`src/rtl/pooling_pkg.sv`:
```
// Shared pooling definitions: controller states, window geometry and
// buffer address arithmetic.
`ifndef DATA_WIDTH
`define DATA_WIDTH 32
`endif

package pooling_pkg;

    typedef enum logic [2:0] {IDLE, READ, DRAIN, OUT, DONE} pool_state_e;

    localparam int unsigned DEF_FM_WIDTH  = 24;
    localparam int unsigned DEF_FM_HEIGHT = 24;
    localparam int unsigned DEF_POOL      = 2;

    function automatic int unsigned pool_k(input int unsigned pool);
        return pool * pool;
    endfunction

    // Integer division: trailing rows/columns that do not fill a window are dropped.
    function automatic int unsigned pool_windows(input int unsigned fm, input int unsigned pool);
        return fm / pool;
    endfunction

    localparam int unsigned K  = pool_k(DEF_POOL);
    localparam int unsigned WX = pool_windows(DEF_FM_WIDTH, DEF_POOL);
    localparam int unsigned WY = pool_windows(DEF_FM_HEIGHT, DEF_POOL);

    function automatic int unsigned elem_addr(
        input int unsigned wy,
        input int unsigned wx,
        input int unsigned ky,
        input int unsigned kx,
        input int unsigned fm_width,
        input int unsigned pool
    );
        return (wy * pool + ky) * fm_width + wx * pool + kx;
    endfunction

endpackage

```
`src/rtl/floating_comparator_sim.sv`:
```
// Combinational IEEE-754 strict greater-than: a_gt_b = (a > b).
// +0 and -0 compare equal; any NaN operand yields 0.
`ifndef DATA_WIDTH
`define DATA_WIDTH 32
`endif

module floating_comparator_sim #(
    parameter int DATA_WIDTH = `DATA_WIDTH
) (
    input  logic [DATA_WIDTH-1:0] a,
    input  logic [DATA_WIDTH-1:0] b,
    output logic                  a_gt_b
);

    localparam int MW = (DATA_WIDTH == 64) ? 52 : (DATA_WIDTH == 16) ? 10 : 23;
    localparam int EW = DATA_WIDTH - 1 - MW;

    logic                  sa, sb, nan_a, nan_b, both_zero;
    logic [DATA_WIDTH-2:0] ma, mb;

    always_comb begin
        sa        = a[DATA_WIDTH-1];
        sb        = b[DATA_WIDTH-1];
        ma        = a[DATA_WIDTH-2:0];
        mb        = b[DATA_WIDTH-2:0];
        nan_a     = (&a[DATA_WIDTH-2 -: EW]) && (|a[MW-1:0]);
        nan_b     = (&b[DATA_WIDTH-2 -: EW]) && (|b[MW-1:0]);
        both_zero = (ma == '0) && (mb == '0);
        a_gt_b    = 1'b0;
        if (!nan_a && !nan_b && !both_zero) begin
            unique case ({sa, sb})
                2'b00:   a_gt_b = ma > mb;
                2'b01:   a_gt_b = 1'b1;
                2'b10:   a_gt_b = 1'b0;
                default: a_gt_b = ma < mb;
            endcase
        end
    end

endmodule

```
`src/rtl/pooling_max_accum.sv`:
```
// Running-maximum register: load_first loads unconditionally, enable folds in
// the new element only when it is strictly greater than the held value.
`ifndef DATA_WIDTH
`define DATA_WIDTH 32
`endif

module pooling_max_accum #(
    parameter int DATA_WIDTH = `DATA_WIDTH
) (
    input  logic                  clk,
    input  logic                  rst_n,
    input  logic                  load_first,
    input  logic                  enable,
    input  logic [DATA_WIDTH-1:0] din,
    output logic [DATA_WIDTH-1:0] max_out
);

    logic [DATA_WIDTH-1:0] max_q, max_d;
    logic                  din_gt;

    floating_comparator_sim #(.DATA_WIDTH(DATA_WIDTH)) u_cmp (
        .a      (din),
        .b      (max_q),
        .a_gt_b (din_gt)
    );

    always_comb begin
        max_d = max_q;
        if (load_first) begin
            max_d = din;
        end else if (enable && din_gt) begin
            max_d = din;
        end
    end

    always_ff @(posedge clk or negedge rst_n) begin
        if (!rst_n) max_q <= '0;
        else        max_q <= max_d;
    end

    assign max_out = max_q;

endmodule

```
`src/rtl/pooling_max_window_reader.sv`:
```
// Max-pooling reader: walks POOL x POOL windows of a feature map over a
// synchronous read port and streams one pooled maximum per window.
`ifndef DATA_WIDTH
`define DATA_WIDTH 32
`endif

module pooling_max_window_reader
    import pooling_pkg::*;
#(
    parameter int          DATA_WIDTH = `DATA_WIDTH,
    parameter int unsigned FM_WIDTH   = 24,
    parameter int unsigned FM_HEIGHT  = 24,
    parameter int unsigned POOL       = 2,
    parameter int          ADDR_WIDTH = 10
) (
    input  logic                  clk,
    input  logic                  rst_n,
    input  logic                  start,
    output logic                  busy,
    output logic                  done,
    output logic                  rd_en,
    output logic [ADDR_WIDTH-1:0] rd_addr,
    input  logic [DATA_WIDTH-1:0] rd_data,
    output logic                  out_valid,
    input  logic                  out_ready,
    output logic [DATA_WIDTH-1:0] out_data,
    output logic                  out_last
);

    localparam int unsigned WX_L = pool_windows(FM_WIDTH, POOL);
    localparam int unsigned WY_L = pool_windows(FM_HEIGHT, POOL);
    localparam int          KW   = $clog2(POOL) + 1;

    pool_state_e           state_q, state_d;
    logic [ADDR_WIDTH-1:0] wx_q, wx_d, wy_q, wy_d;
    logic [KW-1:0]         kx_q, kx_d, ky_q, ky_d;
    logic                  rd_valid_q, rd_valid_d, first_q, first_d;
    logic                  last_win;

    assign last_win = (wx_q == ADDR_WIDTH'(WX_L - 1)) && (wy_q == ADDR_WIDTH'(WY_L - 1));

    always_ff @(posedge clk or negedge rst_n) begin
        if (!rst_n) begin
            state_q    <= IDLE;
            wx_q       <= '0;
            wy_q       <= '0;
            kx_q       <= '0;
            ky_q       <= '0;
            rd_valid_q <= 1'b0;
            first_q    <= 1'b0;
        end else begin
            state_q    <= state_d;
            wx_q       <= wx_d;
            wy_q       <= wy_d;
            kx_q       <= kx_d;
            ky_q       <= ky_d;
            rd_valid_q <= rd_valid_d;
            first_q    <= first_d;
        end
    end

    always_comb begin
        state_d = state_q;
        wx_d    = wx_q;
        wy_d    = wy_q;
        kx_d    = kx_q;
        ky_d    = ky_q;
        unique case (state_q)
            IDLE: begin
                if (start) begin
                    state_d = READ;
                    wx_d    = '0;
                    wy_d    = '0;
                    kx_d    = '0;
                    ky_d    = '0;
                end
            end
            READ: begin
                if (kx_q == KW'(POOL - 1)) begin
                    kx_d = '0;
                    if (ky_q == KW'(POOL - 1)) begin
                        ky_d    = '0;
                        state_d = DRAIN;
                    end else begin
                        ky_d = ky_q + 1'b1;
                    end
                end else begin
                    kx_d = kx_q + 1'b1;
                end
            end
            DRAIN: state_d = OUT;
            OUT: begin
                if (out_ready) begin
                    if (last_win) begin
                        state_d = DONE;
                    end else begin
                        state_d = READ;
                        if (wx_q == ADDR_WIDTH'(WX_L - 1)) begin
                            wx_d = '0;
                            wy_d = wy_q + 1'b1;
                        end else begin
                            wx_d = wx_q + 1'b1;
                        end
                    end
                end
            end
            DONE:    state_d = IDLE;
            default: state_d = IDLE;
        endcase
    end

    // Read data lags rd_en by one cycle; the pipeline flags tag it for the accumulator.
    always_comb begin
        busy       = (state_q == READ) || (state_q == DRAIN) || (state_q == OUT);
        done       = (state_q == DONE);
        rd_en      = (state_q == READ);
        out_valid  = (state_q == OUT);
        out_last   = (state_q == OUT) && last_win;
        rd_addr    = ADDR_WIDTH'(elem_addr(32'(wy_q), 32'(wx_q), 32'(ky_q), 32'(kx_q),
                                           FM_WIDTH, POOL));
        rd_valid_d = rd_en;
        first_d    = rd_en && (kx_q == '0) && (ky_q == '0);
    end

    pooling_max_accum #(.DATA_WIDTH(DATA_WIDTH)) u_accum (
        .clk        (clk),
        .rst_n      (rst_n),
        .load_first (first_q),
        .enable     (rd_valid_q),
        .din        (rd_data),
        .max_out    (out_data)
    );

endmodule

```
`config.mk`:
```
export PLATFORM = sky130hd
export DESIGN_NAME = pooling_max_window_reader
export DESIGN_NICKNAME = d
export VERILOG_FILES = /design/src/rtl/pooling_pkg.sv /design/src/rtl/floating_comparator_sim.sv /design/src/rtl/pooling_max_accum.sv /design/src/rtl/pooling_max_window_reader.sv
export SDC_FILE = /design/constraint.sdc
export NUM_CORES = 1
export LEC_CHECK = 0
export BUFFER_PORTS_ARGS = -buffer_cell sky130_fd_sc_hd__buf_4
export CORE_UTILIZATION = 25
export DETAILED_ROUTE_END_ITERATION = 6
export PLACE_DENSITY = 0.46
export SETUP_SLACK_MARGIN = 0.15
export SLEW_MARGIN = 30
export SYNTH_ARGS = -nofsm -noshare
export SYNTH_HDL_FRONTEND = slang
export SYNTH_SLANG_ARGS = --single-unit
export TNS_END_PERCENT = 10
```
`constraint.sdc`:
```
create_clock -name clk -period 3.4 [get_ports clk]
set_input_delay 0.68 -clock clk [delete_from_list [all_inputs] [get_ports clk]]
set_output_delay 0.68 -clock clk [all_outputs]
set_load 0.02 [all_outputs]
```
==> results of run 1 <==
power groups by stage:
| stage | clock [mW] | sequential (mW) | combinational, mW |
|---|---|---|---|
| detailed placement | 0 | 1.30 | 2.32 |
| CTS | 1.11 | 1.29 | 2.38 |
| global route | 1.13 | 1.34 | 2.59 |
| global placement | 0 | 1.29 | 2.28 |
| floorplan | 0 | 1.45 | 1.28 |
| finish | 1.08 | 1.29 | 2.35 |
layout make-up:
cell class,count,area (µm²),share of cell area
Clock inverter,4,95.1,0.0169
Clock buffer,12,246,0.0437
Multi-Input combinational cell,325,2590,0.460
Sequential cell,61,1530,0.271
Tap cell,220,275,0.0488
Timing Repair Buffer,96,737,0.131
Inverter,43,161,0.0286
logic make-up (layout without fill, tap and decap cells):
logic type / count (synthesis) / in the layout / synth area share
compound gates: 79 / 79 / 0.114
xor+xnor: 23 / 23 / 0.0477
fa+ha+maj: 49 / 49 / 0.147
buf+inv: 53 / 155 / 0.0545
flops: 61 / 61 / 0.361
mux: 34 / 34 / 0.0898
simple gates: 140 / 140 / 0.186
registers in the layout, indices dropped and copies added, names as in the netlist:
name and count:
wy_q 10, state_q 3, kx_q 2, ky_q 2, wx_q 10, u_accum.max_out 32, rd_valid_q 1, first_q 1
through the flow:
step                hold WS (ns)  total power, mW  TNS [ns]  worst slack (ns)  area (µm²)
global route               0.521             5.06    -0.474            -0.222        5640
floorplan                  0.384             2.72         0             0.169        4250
global placement           0.493             3.57         0            0.0496        5160
CTS                        0.485             4.79    -0.189           -0.0959        5630
finish                     0.447             4.72    -0.170           -0.0854        5640
detailed placement         0.510             3.61         0            0.0240        5160
placed cells by master (no fill, tap or decap), drive strengths merged, types with 17 or more instances in the layout:
master  Yosys  layout
a21oi      26      26
buf         8      96
dfrtp      61      61
ha         48      48
inv        43      43
mux2       31      31
nand2      24      24
nand3      20      20
nor2       23      23
nor4       17      17
o21ai      26      26
timing repair:
item	4_1_cts	5_1_grt
pin swaps	18	3
resized for setup	17	2
setup endpoints to repair	4	4
setup buffers	4	1
final timing paths:
kind                                       endpoint           startpoint  slack (ns)
worst max register to register  u_accum.max_out[12]  u_accum.max_out[24]        0.63
worst max-delay path                     rd_addr[9]              wy_q[0]       -0.09
min in group clk                u_accum.max_out[31]              first_q        0.51
worst min-delay path            u_accum.max_out[24]                rst_n        0.45
max in group asynchronous        u_accum.max_out[8]                rst_n        2.41
worst min register to register  u_accum.max_out[31]              first_q        0.51
metal layers:
metal / wire (µm) / part of all wire
met1: 5220 / 0.46
met5: 0 / 0
met3: 482 / 0.043
met4: 153 / 0.014
met2: 5430 / 0.48
==> metrics.yaml, run 1 <==
yosys:
  async_reset_ff_frac: 1.00
  synth_edf_count: 0
  syn-num-nets: 524
  yosys_warnings: 0
  ys_types: 52
  synth_common_cells: "dfrtp_1, ha_1, inv_1"
  ys_top_cells_by_area: "dfrtp_1, ha_1, mux2_2"
  synth_flop_cell: "dfrtp_1"
  synth_top_area_frac: 0.361
  ys_seq_area_frac: 0.361
  synth_area_mm2: 0.00422
  avgSynthCellArea_um2: 9.62
  synth.largest_area_cell: "dfrtp_1"
  synthCells: 439
  synth_most_common_cell: "dfrtp_1"
  ys_ff_latch: 61
die:
  io_pins: 83
  chipWidth_um: 132
  coreArea_mm2: 0.0165
  die-area_mm2: 0.0174
  rows: 47
  die_h_um: 132
  start_util: 0.256
worst_setup_path:
  cpMaxStageDelayCell: "fa_2"
  path_buf_inv: 4
  crit_fanout: 3
  worstSetupEndpointType: "output port"
  path_cells: "ha_4, ha_4, inv_2, fa_2, inv_2, ha_4, inv_2, o21bai_1, a21oi_2, o21ai_2, xor2_2, buf_6"
  slowest_delay_ns: 0.53
  cp.arrival_ns: 2.81
  path_class: "reg -> out"
  startpoint_type: "flop"
  critPathTopFamily: "adder cells"
  worstPathRequired_ns: 2.72
  cp_num_cells: 12
  reg2reg_depth: 10
placement:
  gp_congestion: 0.810
  io_buffers: 82
  dpl.cell_count: 740
  dp_hpwl_um: 8550
drt:
  routed-via-count: 3634
  drt-pass1-iter-count: 4
  ant_nets: 0
  routed_wl_um: 11300
  drc: 0
  viasPerCell: 4.78
  drtIter0Drc: 124
  wl_per_cell_um: 14.8
pwr:
  ir_drop_uv: 319
  p_switching_mw: 1.87
  p_int_mw: 2.85
  p_sw_frac: 0.396
  power_frac_comb: 0.499
  power_frac_seq: 0.273
  p_clk_frac: 0.228
  power-per-cell-area_mw_per_mm2: 837
  power_leakage_nw: 2.67
timing:
  max_freq_mhz: 287
  maxSlewViolCount: 0
  finalCritPeriodShare: 1.03
  worst_pin_slew_ns: 0.823
  worst_slack_ns: -0.0854
  hold_violations: 0
  final-setup-viol-count: 2
  fin_crit_ns: 3.49
  clock_skew_ns: 0.00635
  rsz0062_at_grt: "true"
  relSlewSlack: 0.451
clock_network:
  cts_buffers: 9
  htreeDepth: 3
  cts_sinks: 61
  cts.path.max_buffers: 2
  insertion_delay_ns: 0.33
  ctsHoldBuffers: 0
  tritoncts: "yes"
  cts_root_buffer: "clkbuf_16"
  clk_pin_slew_worst_paths_ns: 0.06
grt:
  use_met1: 0.175
  overflow: 0
  antenna_found_initial: 0
  grt_pass1_vias: 3764
  busiest_layer: "met2"
  grt_first_pass_wirelength_um: 19100
  grt_usage: 0.138
  use_met3: 0.0265
  grt_max_degree: 62
  gr-usage-met2: 0.233
final_layout:
  final_util: 0.341
  layout-drive-gt1-share: 0.303
  diodes: 0
  area_growth_pct: 33.4
  nFillCells: 1694
  layout.cells.non_filler: 761
  final_nets: 621
status:
  violations: "setup timing"
  status: "finished with violations"
worst_hold_path:
  worstHoldPathType: "in -> async"
flow_run:
  max_cap_violations: 0
Power figures use the tool's default switching activity.
==> run 2: changes to the inputs <==
- clock period: 3.4 -> 4.3 ns (I/O delays scaled with it)
==> run 2 against run 1 <==
  * Combinational power fell by 25%
  * Register-to-register slack improved by 0.67 ns
  * Utilization fell by 1.5 points
  * The flow now finishes without violations
  * Total power fell by 26%
  * Sequential share of layout area rose by 1.3 points
  * Count of clock-buffer cells in the layout rose by 2
  * Die area did not move
==> metrics.yaml, run 2 (synthesized netlist as in run 1, its figures left out) <==
drt:
  wl_per_cell_um: 14.7
  drt-pass1-iter-count: 4
  wl_met1_um: 5250
  ant_nets: 0
  routed_wl_um: 11000
  wl_met2_um: 5150
  top_layer: "met4"
  drtIter0Drc: 159
  routed-via-count: 3552
  viasPerCell: 4.74
  drc: 0
  wl_met3_um: 453
worst_setup_path:
  worstSetupEndpointType: "output port"
  cp.arrival_ns: 3.11
  worstPathRequired_ns: 3.44
  crit_fanout: 5
  path_class: "reg -> out"
  startpoint_type: "flop"
timing:
  hold_violations: 0
  fin_setup_tns_ns: 0
  finalCritPeriodShare: 0.923
  clock_skew_ns: 0.00666
  rsz0062_at_grt: "false"
  final-setup-viol-count: 0
  relSlewSlack: 0.447
  maxSlewViolCount: 0
  fin_crit_ns: 3.97
  max_freq_mhz: 252
  hold_ws_ns: 0.510
  worst_pin_slew_ns: 0.830
final_layout:
  largest_register_ffs: 32
  diodes: 0
  area_growth_pct: 27.5
  final_nets: 610
  final_util: 0.326
  layout-drive-gt1-share: 0.261
  most-common-layout-cells: "buf_4, dfrtp_1, ha_1"
  layout_commonest_cell: "buf_4"
clock_network:
  cts_root_buffer: "clkbuf_16"
  tritoncts: "yes"
  cts_sinks: 61
  insertion_delay_ns: 0.33
  htreeDepth: 3
  clk_pin_slew_worst_paths_ns: 0.06
  cts_buffers: 9
  cts.path.max_buffers: 2
status:
  status: "complete, no violations"
pwr:
  power-per-cell-area_mw_per_mm2: 645
  ir_drop_uv: 231
  power_leakage_nw: 2.60
grt:
  grt_first_pass_wirelength_um: 19100
  grt_pass1_vias: 3724
  overflow: 0
  grt_max_degree: 62
  antenna_found_initial: 0
  grt_usage: 0.136
die:
  chipWidth_um: 132
  die_h_um: 132
  die-area_mm2: 0.0174
  io_pins: 83
  start_util: 0.256
  coreArea_mm2: 0.0165
  rows: 47
worst_hold_path:
  worstHoldPathType: "reg -> reg"
placement:
  dp_hpwl_um: 8360
  io_buffers: 82
  gp_congestion: 0.828
flow_run:
  max_cap_violations: 0
[run 2: cell types whose count changed in the layout (fill, tap and decap cells not counted), moves of 2 or more]
cell,previous run,this run
clkbuf_8,1,3
a21oi_1,21,24
buf_4,94,84
inv_1,39,43
xor2_1,6,8
ha_4,5,0
ha_1,43,48
bufinv_16,3,0
a21oi_2,5,2
inv_2,4,0
[run 2: repair_timing]
action / 4_1_cts / 5_1_grt
buffers inserted: 0 / 2
endpoints found under the hold margin: 0 / 0
resized for setup: 0 / 5
setup endpoints to repair: 0 / 1
hold buffers: 0 / 0
[run 2: layout make-up]
cell class / instances / area (µm²)
clock buffers: 14 / 274
clock inverters: 1 / 5.00
fillers: 1716 / 11100
inverters: 43 / 161
multi-input cells: 325 / 2490
flip-flops and latches: 61 / 1530
well taps: 220 / 275
repair buffers: 85 / 651
[run 2: path summary, 6_finish.rpt]
path	start	endpoint	slack, ns	cells after the start
setup reg to reg	u_accum.max_out[8]	u_accum.max_out[8]	1.30	10
setup / recovery	wy_q[0]	rd_addr[8]	0.33	12
max in group asynchronous	rst_n	kx_q[1]	3.12	1
hold reg to reg	first_q	u_accum.max_out[31]	0.51	1
hold / removal	first_q	u_accum.max_out[31]	0.51	1
min in group asynchronous	rst_n	u_accum.max_out[24]	0.63	1
[run 2: report_power, final]
group | internal, mW | total [mW] | switching [mW]
Sequential | 0.776 | 1.02 | 0.247
Combinational | 0.834 | 1.76 | 0.922
Clock | 0.434 | 0.695 | 0.261
[run 2: routing by layer]
metal,vias up,track usage
met1,1694,0.177
met4,0,0.0452
met3,9,0.0269
li1,1756,-
met5,-,0
met2,93,0.224
[run 2: worst max-delay path, cell delays in order (launching register included)]
cell and delay [ns]:
dfrtp_1 0.42, ha_1 0.24, ha_1 0.32, inv_1 0.07, fa_2 0.56, inv_1 0.04
ha_1 0.31, o21a_1 0.13, o21ai_0 0.14, nand2b_1 0.08, a21oi_1 0.18, xnor2_1 0.14
buf_4 0.16
[run 2: stage by stage]
step	area, µm²	setup slack, ns	total power [mW]	cells
2_1_floorplan	4220	0.749	2.15	439
3_3_place_gp	5080	0.646	2.78	732
3_5_place_dp	5080	0.580	2.81	732
4_1_cts	5360	0.204	3.53	747
5_1_grt	5390	0.155	3.76	749
6_report	5390	0.330	3.47	749
